[src/rtl/pong_ball_engine_if.sv]
// Signal bundle between the pong ball engine and its neighbours:
// paddle positions and game strobes in, ball position, scores and events out.
interface pong_ball_engine_if #(
  parameter int SCORE_W = 4
);
  logic               tick;
  logic               start;
  logic [9:0]         paddleL_y;
  logic [9:0]         paddleR_y;
  logic [9:0]         ball_x;
  logic [9:0]         ball_y;
  logic [SCORE_W-1:0] scoreL;
  logic [SCORE_W-1:0] scoreR;
  logic [1:0]         state;
  logic [1:0]         winner;
  logic               hit_pulse;
  logic               score_pulse;

  modport master (
    output tick, start, paddleL_y, paddleR_y,
    input  ball_x, ball_y, scoreL, scoreR, state, winner, hit_pulse, score_pulse
  );

  modport slave (
    input  tick, start, paddleL_y, paddleR_y,
    output ball_x, ball_y, scoreL, scoreR, state, winner, hit_pulse, score_pulse
  );
endinterface

[src/rtl/pong_ball_engine.sv]
// Ball physics and scoring for pong: wall/paddle reflection with speed-up,
// miss detection, two scores and an IDLE/SERVE/PLAY/OVER game state machine.
module pong_ball_engine #(
  parameter int H_RES       = 640,
  parameter int V_RES       = 480,
  parameter int BALL_SIZE   = 8,
  parameter int PADDLE_W    = 8,
  parameter int PADDLE_H    = 64,
  parameter int PADDLE_L_X  = 16,
  parameter int PADDLE_R_X  = 616,
  parameter int VY          = 1,
  parameter int MAX_SPEED   = 6,
  parameter int SERVE_TICKS = 60,
  parameter int WIN_SCORE   = 7,
  parameter int SCORE_W     = 4
) (
  input  logic              clk,
  input  logic              rst,
  pong_ball_engine_if.slave bus
);
  typedef enum logic [1:0] {IDLE = 2'd0, SERVE = 2'd1, PLAY = 2'd2, OVER = 2'd3} state_e;

  localparam int SX_W  = $clog2(MAX_SPEED + 1);
  localparam int CNT_W = (SERVE_TICKS > 1) ? $clog2(SERVE_TICKS) : 1;

  localparam logic [10:0] CX     = 11'((H_RES - BALL_SIZE) / 2);
  localparam logic [10:0] CY     = 11'((V_RES - BALL_SIZE) / 2);
  localparam logic [10:0] X_MAX  = 11'(H_RES - BALL_SIZE);
  localparam logic [10:0] Y_MAX  = 11'(V_RES - BALL_SIZE);
  localparam logic [10:0] L_FACE = 11'(PADDLE_L_X + PADDLE_W);
  localparam logic [10:0] R_FACE = 11'(PADDLE_R_X);
  localparam logic [10:0] R_STOP = 11'(PADDLE_R_X - BALL_SIZE);
  localparam logic [10:0] BS     = 11'(BALL_SIZE);
  localparam logic [10:0] PH     = 11'(PADDLE_H);
  localparam logic [10:0] VY11   = 11'(VY);

  state_e             state_q, state_d;
  logic [9:0]         x_q, x_d, y_q, y_d;
  logic [SX_W-1:0]    sx_q, sx_d, sx_inc_w;
  logic               dir_x_q, dir_x_d;   // 1 = right
  logic               dir_y_q, dir_y_d;   // 1 = down
  logic [CNT_W-1:0]   cnt_q, cnt_d;
  logic [SCORE_W-1:0] score_l_q, score_l_d, score_r_q, score_r_d;
  logic [SCORE_W-1:0] score_l_inc_w, score_r_inc_w;
  logic [1:0]         winner_q, winner_d;
  logic               hit_q, hit_d, spulse_q, spulse_d;

  logic [10:0] x_w, y_w, sx_w, pl_w, pr_w;
  logic [9:0]  ny_w;
  logic        ndy_w, ovl_w, ovr_w, hit_l_w, hit_r_w, miss_l_w, miss_r_w;

  // Collision geometry for the current ball position and paddle positions.
  always_comb begin
    x_w  = {1'b0, x_q};
    y_w  = {1'b0, y_q};
    sx_w = 11'(sx_q);
    pl_w = {1'b0, bus.paddleL_y};
    pr_w = {1'b0, bus.paddleR_y};
    ovl_w = (y_w + BS > pl_w) && (y_w < pl_w + PH);
    ovr_w = (y_w + BS > pr_w) && (y_w < pr_w + PH);
    if (dir_y_q) begin
      if (y_w + VY11 >= Y_MAX) begin
        ny_w  = Y_MAX[9:0];
        ndy_w = 1'b0;
      end else begin
        ny_w  = 10'(y_w + VY11);
        ndy_w = 1'b1;
      end
    end else begin
      if (y_w <= VY11) begin
        ny_w  = 10'd0;
        ndy_w = 1'b1;
      end else begin
        ny_w  = 10'(y_w - VY11);
        ndy_w = 1'b0;
      end
    end
    // Signed compare: the step may carry the ball past the paddle face.
    hit_l_w  = !dir_x_q && (x_w >= L_FACE) && ($signed(x_w - sx_w) <= $signed(L_FACE)) && ovl_w;
    hit_r_w  = dir_x_q && (x_w + BS <= R_FACE) && (x_w + sx_w + BS >= R_FACE) && ovr_w;
    miss_l_w = !hit_l_w && !dir_x_q && (x_w <= sx_w);
    miss_r_w = !hit_r_w && dir_x_q && (x_w + sx_w >= X_MAX);
    sx_inc_w      = (sx_q < SX_W'(MAX_SPEED)) ? sx_q + SX_W'(1) : sx_q;
    score_l_inc_w = score_l_q + SCORE_W'(1);
    score_r_inc_w = score_r_q + SCORE_W'(1);
  end

  // Game state machine and ball update.
  always_comb begin
    state_d   = state_q;
    x_d       = x_q;
    y_d       = y_q;
    sx_d      = sx_q;
    dir_x_d   = dir_x_q;
    dir_y_d   = dir_y_q;
    cnt_d     = cnt_q;
    score_l_d = score_l_q;
    score_r_d = score_r_q;
    winner_d  = winner_q;
    hit_d     = 1'b0;
    spulse_d  = 1'b0;
    case (state_q)
      IDLE, OVER: begin
        x_d = CX[9:0];
        y_d = CY[9:0];
        if (bus.start) begin
          state_d   = SERVE;
          score_l_d = '0;
          score_r_d = '0;
          winner_d  = 2'd0;
          cnt_d     = '0;
          sx_d      = SX_W'(1);
          dir_x_d   = 1'b1;
          dir_y_d   = 1'b1;
        end else begin
          state_d = state_q;
        end
      end
      SERVE: begin
        x_d = CX[9:0];
        y_d = CY[9:0];
        if (bus.tick) begin
          if (cnt_q == CNT_W'(SERVE_TICKS - 1)) begin
            state_d = PLAY;
            cnt_d   = '0;
          end else begin
            cnt_d = cnt_q + CNT_W'(1);
          end
        end else begin
          cnt_d = cnt_q;
        end
      end
      PLAY: begin
        if (bus.tick) begin
          y_d     = ny_w;
          dir_y_d = ndy_w;
          if (hit_l_w) begin
            x_d     = L_FACE[9:0];
            dir_x_d = 1'b1;
            sx_d    = sx_inc_w;
            hit_d   = 1'b1;
          end else if (hit_r_w) begin
            x_d     = R_STOP[9:0];
            dir_x_d = 1'b0;
            sx_d    = sx_inc_w;
            hit_d   = 1'b1;
          end else if (miss_l_w || miss_r_w) begin
            // Re-serve toward whoever conceded the point.
            x_d      = CX[9:0];
            y_d      = CY[9:0];
            dir_x_d  = miss_r_w;
            dir_y_d  = 1'b1;
            sx_d     = SX_W'(1);
            spulse_d = 1'b1;
            state_d  = SERVE;
            if (miss_l_w) begin
              score_r_d = score_r_inc_w;
              if (score_r_inc_w == SCORE_W'(WIN_SCORE)) begin
                state_d  = OVER;
                winner_d = 2'd2;
              end else begin
                winner_d = 2'd0;
              end
            end else begin
              score_l_d = score_l_inc_w;
              if (score_l_inc_w == SCORE_W'(WIN_SCORE)) begin
                state_d  = OVER;
                winner_d = 2'd1;
              end else begin
                winner_d = 2'd0;
              end
            end
          end else begin
            x_d = dir_x_q ? 10'(x_w + sx_w) : 10'(x_w - sx_w);
          end
        end else begin
          state_d = PLAY;
        end
      end
      default: state_d = IDLE;
    endcase
  end

  // State registers with synchronous reset.
  always_ff @(posedge clk) begin
    if (rst) begin
      state_q   <= IDLE;
      x_q       <= CX[9:0];
      y_q       <= CY[9:0];
      sx_q      <= SX_W'(1);
      dir_x_q   <= 1'b1;
      dir_y_q   <= 1'b1;
      cnt_q     <= '0;
      score_l_q <= '0;
      score_r_q <= '0;
      winner_q  <= 2'd0;
      hit_q     <= 1'b0;
      spulse_q  <= 1'b0;
    end else begin
      state_q   <= state_d;
      x_q       <= x_d;
      y_q       <= y_d;
      sx_q      <= sx_d;
      dir_x_q   <= dir_x_d;
      dir_y_q   <= dir_y_d;
      cnt_q     <= cnt_d;
      score_l_q <= score_l_d;
      score_r_q <= score_r_d;
      winner_q  <= winner_d;
      hit_q     <= hit_d;
      spulse_q  <= spulse_d;
    end
  end

  assign bus.ball_x      = x_q;
  assign bus.ball_y      = y_q;
  assign bus.scoreL      = score_l_q;
  assign bus.scoreR      = score_r_q;
  assign bus.state       = state_q;
  assign bus.winner      = winner_q;
  assign bus.hit_pulse   = hit_q;
  assign bus.score_pulse = spulse_q;
endmodule

[src/flat_wrapper.sv]
// flat-port wrapper written by rule: the top's interface ports become plain ports
module pong_ball_engine_flat 
#(
  parameter int H_RES       = 640,
  parameter int V_RES       = 480,
  parameter int BALL_SIZE   = 8,
  parameter int PADDLE_W    = 8,
  parameter int PADDLE_H    = 64,
  parameter int PADDLE_L_X  = 16,
  parameter int PADDLE_R_X  = 616,
  parameter int VY          = 1,
  parameter int MAX_SPEED   = 6,
  parameter int SERVE_TICKS = 60,
  parameter int WIN_SCORE   = 7,
  parameter int SCORE_W     = 4
)
  (clk, rst, bus_tick, bus_start, bus_paddleL_y, bus_paddleR_y, bus_ball_x, bus_ball_y, bus_scoreL, bus_scoreR, bus_state, bus_winner, bus_hit_pulse, bus_score_pulse);
  pong_ball_engine_if #(.SCORE_W(SCORE_W)) bus_i ();
  input  logic clk;
  input  logic rst;
  input wire logic [$bits(bus_i.tick)-1:0] bus_tick;
  input wire logic [$bits(bus_i.start)-1:0] bus_start;
  input wire logic [$bits(bus_i.paddleL_y)-1:0] bus_paddleL_y;
  input wire logic [$bits(bus_i.paddleR_y)-1:0] bus_paddleR_y;
  output wire logic [$bits(bus_i.ball_x)-1:0] bus_ball_x;
  output wire logic [$bits(bus_i.ball_y)-1:0] bus_ball_y;
  output wire logic [$bits(bus_i.scoreL)-1:0] bus_scoreL;
  output wire logic [$bits(bus_i.scoreR)-1:0] bus_scoreR;
  output wire logic [$bits(bus_i.state)-1:0] bus_state;
  output wire logic [$bits(bus_i.winner)-1:0] bus_winner;
  output wire logic [$bits(bus_i.hit_pulse)-1:0] bus_hit_pulse;
  output wire logic [$bits(bus_i.score_pulse)-1:0] bus_score_pulse;
  assign bus_i.tick = bus_tick;
  assign bus_i.start = bus_start;
  assign bus_i.paddleL_y = bus_paddleL_y;
  assign bus_i.paddleR_y = bus_paddleR_y;
  assign bus_ball_x = bus_i.ball_x;
  assign bus_ball_y = bus_i.ball_y;
  assign bus_scoreL = bus_i.scoreL;
  assign bus_scoreR = bus_i.scoreR;
  assign bus_state = bus_i.state;
  assign bus_winner = bus_i.winner;
  assign bus_hit_pulse = bus_i.hit_pulse;
  assign bus_score_pulse = bus_i.score_pulse;
  pong_ball_engine #(.H_RES(H_RES), .V_RES(V_RES), .BALL_SIZE(BALL_SIZE), .PADDLE_W(PADDLE_W), .PADDLE_H(PADDLE_H), .PADDLE_L_X(PADDLE_L_X), .PADDLE_R_X(PADDLE_R_X), .VY(VY), .MAX_SPEED(MAX_SPEED), .SERVE_TICKS(SERVE_TICKS), .WIN_SCORE(WIN_SCORE), .SCORE_W(SCORE_W)) u_core (.clk(clk), .rst(rst), .bus(bus_i));
endmodule
[config.mk]
export PLATFORM = sky130hd
export DESIGN_NAME = pong_ball_engine_flat
export DESIGN_NICKNAME = d
export VERILOG_FILES = /design/src/rtl/pong_ball_engine_if.sv /design/src/rtl/pong_ball_engine.sv /design/src/flat_wrapper.sv
export SDC_FILE = /design/constraint.sdc
export NUM_CORES = 1
export LEC_CHECK = 0
export ABC_CLOCK_PERIOD_IN_PS = 4700
export BUFFER_PORTS_ARGS = -buffer_cell sky130_fd_sc_hd__buf_2
export CAP_MARGIN = 10
export CORE_ASPECT_RATIO = 2
export CORE_MARGIN = 5
export CORE_UTILIZATION = 60
export CTS_BUF_LIST = sky130_fd_sc_hd__clkbuf_2 sky130_fd_sc_hd__clkbuf_4 sky130_fd_sc_hd__clkbuf_8
export DETAILED_ROUTE_END_ITERATION = 8
export GPL_ROUTABILITY_DRIVEN = 0
export HOLD_SLACK_MARGIN = 0.03
export PLACE_DENSITY_LB_ADDON = 0.25
export REMOVE_ABC_BUFFERS = 1
export SYNTH_ARGS = -nofsm -noshare
export SYNTH_HDL_FRONTEND = slang
export SYNTH_SLANG_ARGS = --single-unit
[constraint.sdc]
create_clock -name clk -period 4.7 [get_ports clk]
set_clock_uncertainty 0.05 [all_clocks]
set_input_delay 0.705 -clock clk [delete_from_list [all_inputs] [get_ports clk]]
set_output_delay 0.705 -clock clk [all_outputs]
set_load 0.01 [all_outputs]
==> results of run 1 <==
-- per-stage QoR --
step           util (%)  instance area, µm²  power, µW  setup WS (ns)
6_report           67.9                5390        906          0.305
5_1_grt            67.9                5390        954         0.0341
4_1_cts            67.7                5380        907          0.292
3_5_place_dp       66.2                5260        604          0.306
3_3_place_gp       66.2                5260        593          0.576
2_1_floorplan         -                4770        543          0.702
-- worst max-delay path by stage --
stage,endpoint,depth (start not counted),from,slack [ns]
floorplan,u_core.bus.state[1]$_SDFFE_PP0P_,16,u_core.bus.ball_x[0]$_SDFFE_PP0P_,0.70
global placement,u_core.sx_q[1]$_SDFFE_PP0P_,16,u_core.sx_q[0]$_SDFFE_PP1P_,0.58
detailed placement,u_core.sx_q[2]$_SDFFE_PP0P_,16,u_core.sx_q[0]$_SDFFE_PP1P_,0.31
CTS,u_core.sx_q[2]$_SDFFE_PP0P_,16,u_core.sx_q[0]$_SDFFE_PP1P_,0.29
global route,u_core.sx_q[2]$_SDFFE_PP0P_,16,u_core.sx_q[0]$_SDFFE_PP1P_,0.03
finish,u_core.sx_q[1]$_SDFFE_PP0P_,16,u_core.sx_q[0]$_SDFFE_PP1P_,0.31
-- timing repair --
item,CTS,global route
resized for setup,0,2
hold endpoints to repair,0,0
endpoints found under the setup margin,0,2
-- cell type report --
type | instances | area, µm²
multi-input cells | 528 | 3680
flip-flops and latches | 45 | 901
repair buffers | 68 | 368
clock buffers | 6 | 82.6
well taps | 96 | 120
fillers | 691 | 2550
clock inverters | 2 | 37.5
inverters | 55 | 206
-- worst max-delay path, stage by stage, from the launching register on --
cell and delay, ns:
dfxtp_1 0.43, ha_1 0.22, inv_1 0.08, fa_1 0.47
o21ba_2 0.28, nor2_1 0.13, xnor2_1 0.16, ha_1 0.26
nand3b_1 0.10, a2111o_1 0.35, o31ai_1 0.13, nand4_1 0.15
mux2i_1 0.32, o2111ai_4 0.24, or2_2 0.39, a2111oi_0 0.43
nor4_1 0.08
-- routing by layer --
metal / GRT usage (%) / up-vias / part of all wire, %
li1: - / 2479 / -
met3: 3.41 / 88 / 4.5
met1: 29.4 / 2431 / 35
met4: 21.1 / 0 / 7.9
met5: 0 / - / 0
met2: 53.3 / 223 / 53
-- cell usage in the layout (no fill, tap or decap), types with 6 or more instances in the layout --
cell	count
a211oi_1	7
a21o_1	11
a21oi_1	44
a221oi_1	7
a22oi_1	6
a31oi_1	9
buf_2	57
buf_4	11
clkbuf_8	6
dfxtp_1	45
ha_1	60
inv_1	54
nand2_1	56
nand2b_1	9
nand3_1	34
nand4_1	11
nor2_1	50
nor2b_1	7
nor3_1	22
nor4_1	8
o211ai_1	10
o21a_1	7
o21ai_0	33
o31ai_1	7
or3_1	6
or4_1	6
xnor2_1	27
xor2_1	15
-- cell families (layout without fill, tap and decap cells) --
family          after synthesis  in the layout
mux                           5              5
buf+inv                      86            131
simple gates                237            237
compound gates              182            182
flops                        45             45
xor+xnor                     42             42
fa+ha+maj                    62             62
-- state kept, by name, summed over array words and instances (netlist names) --
register / flops
u_core.bus.scoreR: 4
u_core.sx_q: 3
u_core.bus.ball_x: 10
u_core.bus.ball_y: 10
u_core.dir_x_q: 1
u_core.bus.scoreL: 4
u_core.dir_y_q: 1
u_core.bus.hit_pulse: 1
u_core.bus.winner: 2
u_core.cnt_q: 6
u_core.bus.state: 2
u_core.bus.score_pulse: 1
-- where the power goes --
group / switching [µW] / internal, µW
clock: 135 / 173
sequential: 7.29 / 389
combinational: 127 / 74.4
total: 270 / 636
==> key figures, run 1 <==
Status
  – Status: complete, no violations

Synthesis
  – Dominant cells by area after synthesis: dfxtp_1 18%, ha_1 15%, xnor2_1 4.8%, a21oi_1 4.5%, nand2_1 4.3%
  – Count leader, synth: ha_1
  – Yosys warns: 0
  – Synth Area in Adders: 16.1%
  – Largest family of logic cells by synthesized area: compound AO/OA/AOI/OAI gates
  – Synth Area in Compound Gates: between 20% and 30%
  – Sequential share of the synthesized area: 18.4%
  – Synth top area share: a little under a fifth
  – Distinct cells, synth: 76
  – Proportion of synthesized area in mux cells: 1.05%
  – Synth Area in XOR/XNOR: 7.50%
  – Synth cell count leaders: 60 x ha_1, 56 x nand2_1, 54 x inv_1
  – Flops & latches, synth: 45
  – Main synth FF type: dfxtp_1
  – FFs w/ async S/R, synth: 0%
  – Post-synthesis average cell area: 7.44 µm²
  – Mapped Area: 4900 µm²
  – Post-synth EDFFs: 0
  – Post-Syn Instances: 659
  – Leading area contributor after synthesis: dfxtp_1
  – Post-Synth Simple-Gate Area: between 20% and 30%

Global route
  – Congestion Overflow GR: 0
  – First-pass GRT wire length: between 20 and 25 mm
  – Initial antenna violation count: 0
  – Largest net degree at the start of global routing: 28
  – Vias in the first global route: 5174
  – GRT Total Usage: between 20% and 30%

Routing
  – Detailed-route DRC error count: 0
  – Antenna viol nets, final: 0
  – Wirelength per Cell: approximately 18 µm
  – Avg Vias per Cell: 6.53
  – Vias after detailed routing: ~5200
  – Final wirelength: between 10 and 15 mm
  – 1st-iter DRT viols: about 400
  – Detailed Routing Iterations Pass 1: 5

Setup path
  – R2R Path End: u_core.sx_q[1]$_SDFFE_PP0P_
  – Critical Path AT: between 4 and 5 ns
  – CP Launch Type: flip-flop
  – WS Path Type: reg -> reg
  – Worst R2R Path Depth: 16
  – Crit. End Element: flip-flop
  – RR Startpoint: u_core.sx_q[0]$_SDFFE_PP1P_
  – CP required: 4.82 ns
  – Crit-path max FO: 8
  – Worst R2R Setup Slack: between 0.3 and 0.4 ns

Clock network
  – CTS clk-pin slew, worst paths: 0.08 ns
  – Clock Tree Root: clkbuf_8
  – CTS H-tree lvls: 2
  – Total CTS buffers: 5
  – Max clock buf depth: 2
  – # Post-CTS Setup Buffers: 0
  – CTS tree: done
  – Sink Count: 45
  – Hold_buf cts: 0
  – Worst-Skew Late Latency: approximately 0.3 ns

Final layout
  – Share of cells above drive strength 1: between 10% and 20%
  – Finished Layout Cells: 800
  – Final #Nets: between 700 and 800
  – ANT cells: 0
  – Area growth from synthesis to layout: 9.92%

Timing
  – Slew @ Worst Pin: approximately 0.8 ns
  – Minimum clock period: 4.39 ns
  – Final period util: 93.5%
  – Worst hold margin: between 0.4 and 0.5 ns
  – Unrepaired setup endpoints after global routing: no
  – Setup TNS: 0 ns
  – Max Slew Vio Count: 0
  – Slew HR: a little under half
  – FMAX: 228 MHz
  – Setup-failing EPs final: 0
  – Hold Fails Final Rpt: 0

Power
  – Leak: 0.00225 µW
  – Maximum vdd drop: 0.000162 V
  – P per Cell Area: between 150 and 200 nW/µm²

Worst hold path
  – Hold Path End: u_core.bus.winner[0]$_SDFFE_PP0P_
  – Worst hold path class: reg -> reg
  – Hold Startpoint: u_core.bus.winner[0]$_SDFFE_PP0P_
  – Hold path cells: 2

Placed design
  – PortBufs: 57
  – DP Wirelength: about 12 mm
  – Placed cell count: approximately 790

Flow run
  – Max Cap Violations: 0

Floorplanning
  – Initial Util: about three fifths
  – Die area: approximately 10000 µm²
  – Row cnt: 46
  – Die Span Y: 138 µm
  – # IOs: slightly below 60
  – Die X: ~74 µm
  – Core area: between 7000 and 8000 µm²
No activity file was read; power rests on OpenSTA's default activity.
==> inputs of run 2 (changes only) <==
ABC_AREA = 1   (was not set)
ABC_CLOCK_PERIOD_IN_PS = 5330   (was 4700)
clock period = 5.33 ns   (was 4.7 ns; I/O delays follow)
==> run 2 against run 1 <==
Synthesized area is 1.9% lower. Global-route usage shrank 0.70 points. Clock-buffer cell count unchanged. Non-clock buffer count is 11 lower. Synthesized cell count increased by 15%. First-iteration DRC count shrank 28%. Worst hold slack worse by 0.0063 ns. Cell count up 13%. Flip-flop and latch count did not move. Worst setup slack better by 1.3 ns. Critical path depth is 10 higher. Via count up 1.8%.
==> key figures, run 2 <==
Routing
  – Wirelength per Cell: approximately 16 µm
  – Avg Vias per Cell: 5.90
  – 1st-iter DRT viols: between 200 and 300
  – Antenna viol nets, final: 0
  – Detailed Routing Iterations Pass 1: 7
  – Vias after detailed routing: 5314
  – Detailed-route DRC error count: 0
  – Final wirelength: ~14 mm

Final layout
  – Multi-input logic area: ~3500 µm²
  – Most common cell after layout, fill and taps aside: nand2_1
  – Most frequent cells in the layout: 188 x nand2_1, 90 x inv_1, 73 x nor2_1, 64 x nand3_1, 60 x ha_1
  – Area growth from synthesis to layout: 9.12%
  – Layout fillers: roughly 730
  – Final #Nets: between 800 and 900
  – ANT cells: 0
  – Register area: between 900 and 1000 µm²
  – Share of cells above drive strength 1: between 10% and 20%
  – Final Cell Area: 5250 µm²

Setup path
  – Most common cell on crit path: nand2_1
  – Family with the most delay on the worst path: simple AND/OR/NAND/NOR gates
  – R2R Path End: u_core.bus.ball_y[6]$_SDFFE_PP1P_
  – Crit-path slowest cell: fa_1
  – CP required: between 5 and 6 ns
  – CP Launch Type: flip-flop
  – Worst R2R Path Depth: 26
  – WP buf/inv: 5
  – Critical Path AT: ~3.9 ns
  – Worst R2R Setup Slack: ~1.6 ns
  – Crit-path max FO: 10
  – WS Path Type: reg -> reg
  – Crit. End Element: flip-flop
  – Crit-path max cell delay: about 0.46 ns
  – RR Startpoint: u_core.sx_q[0]$_SDFFE_PP1P_

Synthesis
  – Dominant cells by area after synthesis: dfxtp_1 19%, ha_1 16%, nand2_1 15%, inv_1 7.0%, nand3_1 6.7%
  – Proportion of synthesized area in mux cells: 0%
  – Post-synth EDFFs: 0
  – Synth Area in Adders: between 10% and 20%
  – Synth Area in XOR/XNOR: 6.19%
  – Count leader, synth: nand2_1
  – Post-synthesis average cell area: 6.36 µm²
  – Leading area contributor after synthesis: dfxtp_1
  – Mapped Area: about 4800 µm²
  – Sequential share of the synthesized area: about a fifth
  – Post-Syn Instances: between 700 and 800
  – Main synth FF type: dfxtp_1
  – Distinct cells, synth: between 40 and 50
  – FFs w/ async S/R, synth: 0%
  – Synth cell count leaders: 188 x nand2_1, 90 x inv_1, 73 x nor2_1
  – Largest family of logic cells by synthesized area: simple AND/OR/NAND/NOR gates
  – Synth top area share: approximately a fifth
  – Synth Area in Compound Gates: between 10% and 20%
  – Yosys warns: 0
  – Flops & latches, synth: 45
  – Post-Synth Simple-Gate Area: a little under two fifths

Status
  – Status: complete, no violations

Timing
  – Minimum clock period: about 3.8 ns
  – Slew @ Worst Pin: approximately 0.83 ns
  – Worst hold margin: 0.422 ns
  – Unrepaired setup endpoints after global routing: no
  – Slew HR: approximately 44%
  – Max Slew Vio Count: 0
  – Hold Fails Final Rpt: 0
  – FMAX: about 270 MHz
  – Setup-failing EPs final: 0
  – Final period util: between 70% and 80%
  – Setup TNS: 0 ns

Worst hold path
  – Hold Startpoint: u_core.cnt_q[5]$_SDFFE_PP0P_
  – Hold Path End: u_core.cnt_q[5]$_SDFFE_PP0P_
  – Worst hold path class: reg -> reg
  – Hold path cells: 1

Power
  – Seq pwr share: between 30% and 40%
  – Comb pwr share: between 40% and 50%
  – Sw frac: a little under half
  – Leak: about 0.0026 µW
  – P_int: 749 µW
  – Psw: around 630 µW
  – Maximum vdd drop: a little over 0.0003 V
  – P per Cell Area: ~260 nW/µm²
  – Clk network pwr share: 19.9%
  – Pwr Total: 1380 µW

Clock network
  – CTS H-tree lvls: 2
  – Max clock buf depth: 2
  – Worst-Skew Late Latency: just over 0.3 ns
  – CTS tree: done
  – # Post-CTS Setup Buffers: 0
  – CTS clk-pin slew, worst paths: 0.09 ns
  – Sink Count: between 40 and 50
  – Clock Tree Root: clkbuf_8
  – CTS resizes: 0
  – Total CTS buffers: 5
  – Hold_buf cts: 0

Placed design
  – PortBufs: 57
  – DP Wirelength: roughly 12 mm
  – Placed cell area: 5130 µm²

Floorplanning
  – Die X: 73.3 µm
  – Die Span Y: between 100 and 150 µm
  – # IOs: 58
  – Die area: between 10000 and 15000 µm²
  – Core area: ~7900 µm²
  – Row cnt: 46
  – Initial Util: between 60% and 70%

Global route
  – GRT Total Usage: between 20 and 30%
  – Vias in the first global route: slightly above 5000
  – First-pass GRT wire length: 22.9 mm
  – Initial antenna violation count: 0
  – Largest net degree at the start of global routing: 24
  – Congestion Overflow GR: 0

Flow run
  – Max Cap Violations: 0
## run 2: cell count changes in the layout (fill, tap and decap cells not counted), moves of 12 or more
cell | before | now
inv_1 | 54 | 90
a21oi_1 | 44 | 56
nor2_1 | 50 | 73
nand3_1 | 34 | 64
xnor2_1 | 27 | 10
nand2_1 | 56 | 188
## run 2: worst max path at each step
stage | start | endpoint | slack, ns | cells after the start
floorplan | u_core.bus.ball_x[0]$_SDFFE_PP0P_ | u_core.bus.ball_y[3]$_SDFFE_PP1P_ | 2.12 | 26
global placement | u_core.sx_q[0]$_SDFFE_PP1P_ | u_core.bus.ball_y[3]$_SDFFE_PP1P_ | 1.70 | 26
detailed placement | u_core.sx_q[0]$_SDFFE_PP1P_ | u_core.bus.ball_y[6]$_SDFFE_PP1P_ | 1.59 | 26
CTS | u_core.sx_q[0]$_SDFFE_PP1P_ | u_core.bus.ball_y[6]$_SDFFE_PP1P_ | 1.58 | 26
global route | u_core.sx_q[0]$_SDFFE_PP1P_ | u_core.bus.ball_y[6]$_SDFFE_PP1P_ | 1.23 | 26
finish | u_core.sx_q[0]$_SDFFE_PP1P_ | u_core.bus.ball_y[6]$_SDFFE_PP1P_ | 1.56 | 26
## run 2: per-stage QoR
step | util (%) | instances | setup slack [ns]
global route | 66.6 | 900 | 1.23
finish | 66.6 | 900 | 1.56
global placement | 65.1 | 892 | 1.70
CTS | 66.6 | 900 | 1.58
detailed placement | 65.1 | 892 | 1.59
floorplan | - | 739 | 2.12
## run 2: cell families (layout without fill, tap and decap cells)
family	after synthesis	in the layout
compound gates	111	111
xor+xnor	34	34
fa+ha+maj	62	62
flops	45	45
buf+inv	114	161
simple gates	391	391
## run 2: layout make-up
cell class,count,share of cell area (%)
inverters,96,6.86
repair buffers,57,5.43
multi-input cells,598,66.0
well taps,96,2.29
flip-flops and latches,45,17.2
clock inverters,2,0.715
clock buffers,6,1.57
## run 2: metal layers
layer  track usage (%)  share of wire (%)
met1              27.6                 35
met2              54.1                 53
met3              3.46                5.0
met4              18.5                6.8
met5                 0                  0
## run 2: power by group through the flow
stage | Combinational, µW | Sequential (µW) | Clock, µW
detailed placement | 665 | 431 | 0
floorplan | 493 | 425 | 0
CTS | 670 | 424 | 275
global route | 764 | 430 | 289
finish | 683 | 426 | 275
global placement | 648 | 429 | 0
==> inputs of run 3 (changes only) <==
ABC_CLOCK_PERIOD_IN_PS = 3500   (was 5330)
clock period = 3.5 ns   (was 5.33 ns; I/O delays follow)
==> run 3 against run 2 <==
Wire length increased by 0.32%. Sequential power increased by 50%. Combinational power increased by 64%. Core utilization increased by 2.4 points. Power increased by 51%. Design area increased by 3.5%. Flip-flop and latch count unchanged. Critical path type unchanged.
==> key figures, run 3 (synthesis results as in run 2) <==
Placed design
  – PortBufs: 57
  – Place WS: slightly above 0.05 ns
  – DP Wirelength: approximately 12 mm
  – Placed cell count: 909

Setup path
  – Crit-path max cell delay: roughly 0.37 ns
  – Crit. End Element: flip-flop
  – CP required: 3.63 ns
  – Crit-path max FO: 5
  – Most common cell on crit path: nand2_1
  – Worst R2R Setup Slack: around 0.23 ns
  – WS Path Type: reg -> reg
  – CP Launch Type: flip-flop
  – Critical Path AT: 3.40 ns
  – Crit-path slowest cell: dfxtp_4

Final layout
  – ANT cells: 0
  – Final #Nets: slightly above 900
  – Most common cell after layout, fill and taps aside: nand2_1
  – Finished Layout Cells: around 920
  – Post-layout util: 69.0%
  – Area growth from synthesis to layout: 13.0%
  – Share of cells above drive strength 1: between 10% and 20%
  – Most frequent cells in the layout: 186 x nand2_1, 89 x inv_1, 72 x nor2_1, 64 x nand3_1, 58 x ha_1

Global route
  – Congestion Overflow GR: 0
  – First-pass GRT wire length: 22.9 mm
  – Largest net degree at the start of global routing: 24
  – Initial antenna violation count: 0
  – Vias in the first global route: ~5200
  – GRT Total Usage: between 20% and 30%

Routing
  – Antenna viol nets, final: 0
  – Wirelength per Cell: approximately 16 µm
  – Avg Vias per Cell: between 5 and 6
  – Detailed-route DRC error count: 0
  – 1st-iter DRT viols: ~380
  – Detailed Routing Iterations Pass 1: 5
  – Vias after detailed routing: approximately 5400
  – Final wirelength: approximately 14 mm

Status
  – Status: complete, no violations

Timing
  – Slew @ Worst Pin: roughly 1.2 ns
  – Setup-failing EPs final: 0
  – Setup TNS: 0 ns
  – Hold Fails Final Rpt: 0
  – Final period util: between 90% and 100%
  – Minimum clock period: between 3 and 4 ns
  – Slew HR: a little under a fifth
  – Max Slew Vio Count: 0
  – Final setup margin: roughly 0.23 ns
  – FMAX: between 300 and 400 MHz

Power
  – P per Cell Area: between 300 and 400 nW/µm²
  – P_int: 1100 µW
  – Leak: around 0.0026 µW
  – Comb pwr share: around 54%
  – Seq pwr share: between 30% and 40%
  – Sw frac: a little under half
  – Clk network pwr share: 15.8%
  – Psw: between 900 and 1000 µW
  – Maximum vdd drop: ~0.00046 V

Clock network
  – Total CTS buffers: 5
  – CTS clk-pin slew, worst paths: 0.09 ns
  – Clock Tree Root: clkbuf_8
  – CTS tree: done
  – Max clock buf depth: 2
  – Hold_buf cts: 0
  – CTS H-tree lvls: 2
  – Worst-Skew Late Latency: between 0.3 and 0.4 ns
  – Sink Count: 45

Floorplanning
  – Initial Util: approximately 60%
  – # IOs: 58
  – Row cnt: 46
  – Die Span Y: 137 µm
  – Die X: approximately 73 µm
  – Die area: 10000 µm²
  – Core area: approximately 7900 µm²

Worst hold path
  – Worst hold path class: reg -> reg

Flow run
  – Max Cap Violations: 0
[run 3: changes by cell type in the layout (fill, tap and decap cells not counted), moves of 2 or more]
cell     delta
buf_4      +20
dfxtp_1     -3
dfxtp_4     +2
ha_1        -2
nand2_1     -2
nand2_2     +2
[run 3: path summary, 6_finish.rpt]
path,from,endpoint,cells after the start
worst max-delay path,u_core.bus.ball_x[0]$_SDFFE_PP0P_,u_core.sx_q[2]$_SDFFE_PP0P_,26
worst min-delay path,u_core.cnt_q[5]$_SDFFE_PP0P_,u_core.cnt_q[5]$_SDFFE_PP0P_,1
worst max register to register,u_core.bus.ball_x[0]$_SDFFE_PP0P_,u_core.sx_q[2]$_SDFFE_PP0P_,26
worst min register to register,u_core.cnt_q[5]$_SDFFE_PP0P_,u_core.cnt_q[5]$_SDFFE_PP0P_,1
[run 3: per-stage QoR]
stage / hold WS, ns / power [µW] / area [µm²]
after floorplan: 0.391 / 1400 / 4730
after global placement: 0.399 / 1660 / 5260
after detailed placement: 0.413 / 1710 / 5260
after CTS: 0.434 / 2040 / 5350
after global routing: 0.450 / 2260 / 5440
final: 0.432 / 2090 / 5440
[run 3: what timing repair did]
action / CTS / global route
endpoints found under the hold margin: 0 / 0
setup endpoints to repair: 0 / 35
gates resized for setup: 0 / 16
setup buffers: 0 / 3
[run 3: per-layer routing]
| layer | share of wire [%] | vias to the layer above | global-route usage (%) |
|---|---|---|---|
| met2 | 54 | 236 | 54.2 |
| met3 | 5.5 | 88 | 3.82 |
| met4 | 8.0 | 0 | 20.4 |
| li1 | - | 2623 | - |
| met1 | 33 | 2418 | 26.9 |
| met5 | 0 | - | 0 |
[run 3: cell type report]
type | count | area (µm²)
clock inverter | 3 | 21.3
inverter | 96 | 363
sequential | 45 | 910
tap | 96 | 120
fill | 712 | 2450
multi-input combinational | 600 | 3520
clock buffer | 5 | 68.8
timing repair buffer | 77 | 435
[run 3: worst max-delay path, delay by kind of cell (launching register included)]
kind                       cells  cell delay [ns]
and+or+nand+nor               18             1.52
adders and majority gates      3             0.82
DFF                            1             0.37
buffers and inverters          4             0.22
AOI/OAI and AO/OA              1             0.16
[run 3: power groups by stage]
| stage | sequential, µW | clock [µW] | combinational (µW) |
|---|---|---|---|
| global route | 647 | 353 | 1260 |
| finish | 640 | 330 | 1120 |
| floorplan | 648 | 0 | 751 |
| global placement | 643 | 0 | 1020 |
| detailed placement | 646 | 0 | 1060 |
| CTS | 635 | 334 | 1070 |
